[src/rtl/fifo_control_pkg.sv]
// Shared constants for the 8-entry FIFO pointer/flag controller.
// Latency: n/a (declarations only).
// Backpressure: n/a (declarations only).
package fifo_control_pkg;

    // Memory address width; the FIFO depth follows from it.
    localparam int PTR_W    = 3;
    localparam int DEPTH    = 1 << PTR_W;

    // Default occupancy thresholds for the almost flags.
    localparam int AF_LEVEL = 6;
    localparam int AE_LEVEL = 2;

endpackage : fifo_control_pkg

[src/rtl/fifo_ptr_counter.sv]
// Wrapping address counter used for the FIFO write and read pointers.
// Latency: advances one step on the clock edge after inc is seen high.
// Backpressure: none; the caller decides when to increment.
module fifo_ptr_counter #(
    parameter int ptr_width = 3
) (
    input  logic                 clk,
    input  logic                 reset,
    input  logic                 inc,
    output logic [ptr_width-1:0] ptr
);

    logic [ptr_width-1:0] ptr_q;
    logic [ptr_width-1:0] ptr_d;

    // Next pointer: natural binary wrap from all-ones back to zero.
    always_comb begin
        ptr_d = ptr_q;
        if (inc) begin
            ptr_d = ptr_q + ptr_width'(1);
        end
    end

    // Pointer register, cleared immediately by reset.
    always_ff @(posedge clk or posedge reset) begin
        if (reset) begin
            ptr_q <= '0;
        end else begin
            ptr_q <= ptr_d;
        end
    end

    assign ptr = ptr_q;

endmodule : fifo_ptr_counter

[src/rtl/fifo_control.sv]
// Pointer, occupancy and flag controller for an external 8-entry FIFO memory.
// Latency: accept strobes are same-cycle; pointers, count, flags follow one cycle later; data_valid is 1 cycle after rd_enable.
// Backpressure: pushes on full (without pop) and pops on empty are dropped and latch the sticky error flag.
module fifo_control
    import fifo_control_pkg::*;
#(
    parameter int ptr_width = PTR_W,
    parameter int af_level  = AF_LEVEL,
    parameter int ae_level  = AE_LEVEL
) (
    input  logic                 clk,
    input  logic                 reset,
    input  logic                 push,
    input  logic                 pop,
    output logic                 wr_enable,
    output logic                 rd_enable,
    output logic [ptr_width-1:0] wr_ptr,
    output logic [ptr_width-1:0] rd_ptr,
    output logic                 data_valid,
    output logic [ptr_width:0]   fifo_count,
    output logic                 full,
    output logic                 empty,
    output logic                 almost_full,
    output logic                 almost_empty,
    output logic                 error
);

    localparam int depth = 1 << ptr_width;

    logic [ptr_width:0] count_q;
    logic [ptr_width:0] count_d;
    logic               data_valid_q;
    logic               data_valid_d;
    logic               error_q;
    logic               error_d;
    logic               push_ok;
    logic               pop_ok;

    // Flags decode the registered count only, so they trail the accepted operation by one cycle.
    always_comb begin
        full         = (count_q == (ptr_width+1)'(depth));
        empty        = (count_q == '0);
        almost_full  = (count_q >= (ptr_width+1)'(af_level));
        almost_empty = (count_q <= (ptr_width+1)'(ae_level));
    end

    // Accept decision: a full FIFO still takes a push when a pop frees the slot in the same cycle.
    // Strobes are held low during reset so the memory cannot be written while state is clearing.
    always_comb begin
        push_ok = push & (~full | pop) & ~reset;
        pop_ok  = pop & ~empty & ~reset;
    end

    // Next occupancy, read-valid pipeline and sticky error.
    always_comb begin
        count_d = count_q;
        unique case ({push_ok, pop_ok})
            2'b10:   count_d = count_q + (ptr_width+1)'(1);
            2'b01:   count_d = count_q - (ptr_width+1)'(1);
            default: count_d = count_q;
        endcase
        data_valid_d = pop_ok;
        error_d      = error_q | (push & ~push_ok) | (pop & ~pop_ok);
    end

    // Occupancy, data_valid and error registers.
    always_ff @(posedge clk or posedge reset) begin
        if (reset) begin
            count_q      <= '0;
            data_valid_q <= 1'b0;
            error_q      <= 1'b0;
        end else begin
            count_q      <= count_d;
            data_valid_q <= data_valid_d;
            error_q      <= error_d;
        end
    end

    fifo_ptr_counter #(
        .ptr_width (ptr_width)
    ) u_wr_ptr (
        .clk   (clk),
        .reset (reset),
        .inc   (push_ok),
        .ptr   (wr_ptr)
    );

    fifo_ptr_counter #(
        .ptr_width (ptr_width)
    ) u_rd_ptr (
        .clk   (clk),
        .reset (reset),
        .inc   (pop_ok),
        .ptr   (rd_ptr)
    );

    assign wr_enable  = push_ok;
    assign rd_enable  = pop_ok;
    assign fifo_count = count_q;
    assign data_valid = data_valid_q;
    assign error      = error_q;

endmodule : fifo_control

[config.mk]
export PLATFORM = sky130hd
export DESIGN_NAME = fifo_control
export DESIGN_NICKNAME = d
export VERILOG_FILES = /design/src/rtl/fifo_control_pkg.sv /design/src/rtl/fifo_ptr_counter.sv /design/src/rtl/fifo_control.sv
export SDC_FILE = /design/constraint.sdc
export NUM_CORES = 1
export LEC_CHECK = 0
export BUFFER_PORTS_ARGS = -buffer_cell sky130_fd_sc_hd__buf_4
export CORE_MARGIN = 2
export CORE_UTILIZATION = 44
export CTS_BUF_LIST = sky130_fd_sc_hd__clkbuf_16
export DETAILED_ROUTE_END_ITERATION = 10
export PLACE_DENSITY_LB_ADDON = 0.1
export SYNTH_ARGS = -nofsm -noshare
export SYNTH_HDL_FRONTEND = slang
export SYNTH_HIERARCHICAL = 1
export SYNTH_SLANG_ARGS = --single-unit
export TNS_END_PERCENT = 1
[constraint.sdc]
create_clock -name clk -period 2.53 [get_ports clk]
set_input_delay 0.253 -clock clk [delete_from_list [all_inputs] [get_ports clk]]
set_output_delay 0.253 -clock clk [all_outputs]
set_load 0.03 [all_outputs]
## Word-level counts from Yosys, hierarchy flattened

Index checks and enable logic that the tools add are counted.

- Memories: 0
- Register bits after elaboration: 12
- Output and inout bits: 18
- Word-level logic and storage cells: 31
- Memory bits (read-only): 0
- Latch bits: 0
- Bits of input ports: 4
- Memory bits (writable): 0

- Multipliers: 0
- Bitwise logic cells: 14
- Mux-type cells: 1
- Eq/ne operators: 3
- Reduce and logical (&&, ||, !) cells: 2
- Shift operators: 0
- $add $sub $neg: 4
- Div/mod/pow operators: 0
- $lt $le $gt $ge: 2

Operators by type and width:

| cell | number |
|---|---|
| $pmux W4 S2 | 1 |
| $add A3 B1 Y3 const B | 2 |
| $and A1 B1 Y1 | 6 |
| $not A1 Y1 | 5 |
| $add A4 B1 Y4 const B | 1 |
| $eq A4 B4 Y1 const B | 1 |
| $ge A4 B3 Y1 const B | 1 |
| $le A4 B2 Y1 const B | 1 |
| $logic_not A4 Y1 | 1 |
| $sub A4 B1 Y4 const B | 1 |
| $or A1 B1 Y1 | 3 |
| $eq A2 B1 Y1 const B | 1 |
| $eq A2 B2 Y1 const B | 1 |
| $reduce_bool A2 Y1 | 1 |

## Longest topological paths before layout

- Depth in word-level cells: 9
- Mapped depth: 9

## By module

The synthesis kept the hierarchy.

By module, submodules not included:

| module | area an instance (um^2) | cells an instance | instances |
|---|---|---|---|
| fifo_control | 460.4 | 49 | 1 |
| fifo_ptr_counter | 127.6 | 9 | 2 |

## Least setup slack after synthesis

No wires, ideal clock.

- Path type: register to register
- Start point: register count_q[0], in the netlist fifo_count[0]
- End point: register count_q[3], in the netlist fifo_count[3]
- Path slack: -1.299 ns
- Stages on the path, launching flop included: 9
- Library setup time: 0.131 ns
- Required time: 2.399 ns
- Arrival time: 3.698 ns
- Path through: dfrtp_1 -> buf_2 -> nor4_1 -> nor3b_1 -> ha_1 -> ha_1 -> or4b_1 -> o311ai_1 -> o211ai_1

RTL lines:

| what | line | text |
|---|---|---|
| start: declaration | fifo_control.sv:30 | `logic [ptr_width:0] count_q;` |
| start signal: assignment | fifo_control.sv:73 | `count_q <= count_d;` |
| $logic_not A4 Y1 (*) | fifo_control.sv:42 | `empty = (count_q == '0);` |
| named net empty | fifo_control.sv:22 | `output logic empty,` |
| $not A1 Y1 (*) | fifo_control.sv:51 | `pop_ok = pop & ~empty & ~reset;` |
| $and A1 B1 Y1 (*) (2 in series) | fifo_control.sv:51 |  |
| named net rd_enable | fifo_control.sv:16 | `output logic rd_enable,` |
| $eq A2 B1 Y1 or $eq A2 B2 Y1 (tied branches) | fifo_control.sv:57 | `unique case ({push_ok, pop_ok})` |
| $pmux W4 S2 or $reduce_bool A2 Y1 (tied branches) | - |  |

The timed path passes the listed nets; every way through them passes the cells marked *.
A chain may end at the register's enable or synchronous reset.

## Worst setup path in the final report

- Start point: input port reset
- End point: register count_q[3], in the netlist fifo_count[3]

- Word-level cells in the longest chain between the ends: 4

Ends and longest elaborated chain:

| what | line | text |
|---|---|---|
| start: declaration | fifo_control.sv:12 | `input logic reset,` |
| $not A1 Y1 (*) | fifo_control.sv:50, fifo_control.sv:51 |  |
| $and A1 B1 Y1, on equally long branches | fifo_control.sv:51, fifo_control.sv:50 |  |
| $eq A2 B1 Y1 or $eq A2 B2 Y1 (tied branches) | fifo_control.sv:57 |  |
| $pmux W4 S2 or $reduce_bool A2 Y1 (tied branches) | - |  |

Mark *: on every way between the ends. The rest lies on a longest branch, timed or not.

==> flow_summary.yaml <==
outcome:
  status: "completed"
logic_synthesis:
  synth_seq_cells: 12
  synthFlopType: "dfrtp_1"
  syn_nets: 77
  synth_area_um2: 715.7
  synth_enable_flop_cells: 0
  ys_types: 32
  async_reset_ff_frac: 1.000
  synth_warnings: 6
  avgSynthCellArea_um2: 10.68
  syn_inst: 67
  seq_area_frac_synth: 0.4196
timing:
  rsz0062_at_grt: "no"
  hold_slack_ns: 0.2848
  final.setup.tns_ns: 0
  layout_setup_ws_ns: 0.1788
  setup_violations: 0
  fin_crit_sh: 0.9293
  layout_min_cycle_time_ns: 2.351
  hold_violations: 0
  max_freq_mhz: 425.3
  slew_headroom: 0.7236
  maxSlewViolCount: 0
  skew_ns: 0.004435
  worst_pin_slew_ns: 0.4102
power_and_ir_drop:
  sw_frac_of_total: 0.4373
  internal-power_mw: 0.8665
  netSwitchingPower_mw: 0.6734
  total_power_mw: 1.540
  p_clk_frac: 0.189
  share_seq_of_total_power: 0.249
  power_frac_comb: 0.562
  irDropWorstVdd_mv: 0.8507
  leakagePower_nw: 0.4890
  powerDensity_mw_per_mm2: 1474
layout:
  diodes: 0
  syn2layout_area_growth_pct: 45.98
  drive_gt1_frac: 0.3830
  n_fill_cell: 129
  instances_no_fill: 110
  design_area_mm2: 0.001045
  final_net_count: 105
  fin_util: 0.6856
global_routing:
  grt-ovfl-total: 0
  grt_max_degree: 11
  grt_pass1_wl_um: 2518
  first_global_vias: 551
  antenna_found_initial: 0
  grtUsageTotal: 0.1855
route:
  wl_per_cell_um: 14.18
  firstDrtPassIters: 3
  drt-total-wl_um: 1560
  vias_per_cell: 5.227
  drc: 0
  ant_nets: 0
  drt_iter0_drc: 4
  num_vias: 575
floorplanning:
  initial_core_util: 0.4696
  die-area_mm2: 0.001965
  core-area_mm2: 0.001524
  dieHeight_um: 44.33
  ios: 22
  std_cell_rows: 14
  die_w_um: 44.33
critical_path:
  cp.required_ns: 2.68
  crit_start: "reset"
  r2r_end: "fifo_count[3]"
  cp.arrival_ns: 2.50
  worst-setup-path-type: "in -> reg"
  reg2reg_from: "fifo_count[2]"
  r2r_slack_ns: 0.19
  r2r_cells: 8
  critPathMaxFanout: 9
  critPathCaptureType: "register"
  critPathLaunchType: "input port"
  cp-endpoint: "fifo_count[3]"
placed_design:
  dp.final_hpwl_um: 1209
  gp_congestion: 0.7151
  port_buffers: 21
  dp.cells: 105
  place_ws_ns: 0.2449
  postPlaceCellArea_um2: 955.9
clock_network:
  ctsResizeCount: 0
  cts_tree: "yes"
  cts_setup_buffers: 0
  cts_buffers: 3
  cts_max_path_buffers: 2
  root_buffer: "clkbuf_16"
  clock_latency_ns: 0.24
  path_clk_slew_ns: 0.05
  cts.sinks: 12
  htreeDepth: 1
min_path:
  whs_path_depth: 3
  hp-class: "in -> reg"
run:
  drv_cap: 0
-- how the worst min path moves through the flow --
stage                      from              end  slack (ns)
after global placement    reset  u_rd_ptr/ptr[2]        0.18
final                       pop            error        0.28
after global routing        pop            error        0.31
after floorplan           reset  u_rd_ptr/ptr[0]       0.007
after CTS                   pop            error        0.29
after detailed placement  reset  u_rd_ptr/ptr[1]        0.18
-- flip-flops by register name (all words and copies together), names as in the netlist --
| signal | cells |
|---|---|
| u_rd_ptr/ptr | 3 |
| fifo_count | 4 |
| u_wr_ptr/ptr | 3 |
| error | 1 |
| data_valid | 1 |
-- cells in the mapped netlist, types with 2 or more instances --
library cell | count | area [µm²]
a21oi_1 | 2 | 10.01
dfrtp_1 | 12 | 300.3
ha_1 | 5 | 62.56
inv_1 | 8 | 30.03
mux2_4 | 2 | 30.03
nand2_1 | 4 | 15.01
nor3b_1 | 3 | 22.52
o21a_1 | 2 | 15.01
o21ai_0 | 2 | 10.01
xnor2_1 | 3 | 26.28
xor2_1 | 3 | 26.28
-- critical path, stage by stage --
cell and delay, ns:
dlygate4sd3_1 0.54, buf_4 0.17, nor2b_1 0.13, o21ai_0 0.19
ha_4 0.25, ha_1 0.29, a21oi_1 0.15, mux2_2 0.35
o211ai_1 0.17
-- power by group through the flow --
stage / combinational [mW] / sequential (mW) / clock (mW)
floorplan: 0.433 / 0.534 / 0
global placement: 0.855 / 0.377 / 0
detailed placement: 0.873 / 0.389 / 0
CTS: 0.877 / 0.386 / 0.295
global route: 0.936 / 0.399 / 0.305
finish: 0.865 / 0.384 / 0.291
-- layout by cell type, fill, tap and decap left out, drive strengths merged, types with 3 or more instances in the layout --
cell type | Yosys | layout
nor3b | 3 | 3
inv | 8 | 9
dfrtp | 12 | 12
mux2 | 3 | 3
buf | 2 | 25
xor2 | 3 | 3
ha | 5 | 5
xnor2 | 3 | 3
clkbuf | 1 | 3
nand2 | 4 | 4
-- layer usage --
metal	part of all wire	vias to the layer above	global-route usage
met5	0	-	0
met4	0.010	0	0.09091
met3	0.058	2	0.05714
met2	0.54	17	0.3324
met1	0.39	269	0.1949
li1	-	287	-
-- area by class of cell --
class                   count  area (µm²)  share of cell area
flip-flops and latches     12       301.5              0.2886
repair buffers             26       197.7              0.1892
multi-input cells          44       416.7              0.3988
clock inverters             1       3.754            0.003593
well taps                  16       20.02             0.01916
clock buffers               3       75.07             0.07186
inverters                   8       30.03             0.02874
-- cell families after synthesis --
logic type                 synth area share
AOI/OAI and AO/OA                    0.1294
xor gates and xnor gates            0.07344
adders and majority gates            0.1154
buffers and inverters               0.06992
DFF                                  0.4196
muxes                               0.07168
and+or+nand+nor                      0.1206
-- timing repair --
item                                   4_1_cts  5_1_grt
endpoints found under the hold margin       12        0
hold buffers                                 1        0
setup endpoints to repair                    0        0
No activity file was read; power rests on OpenSTA's default activity.
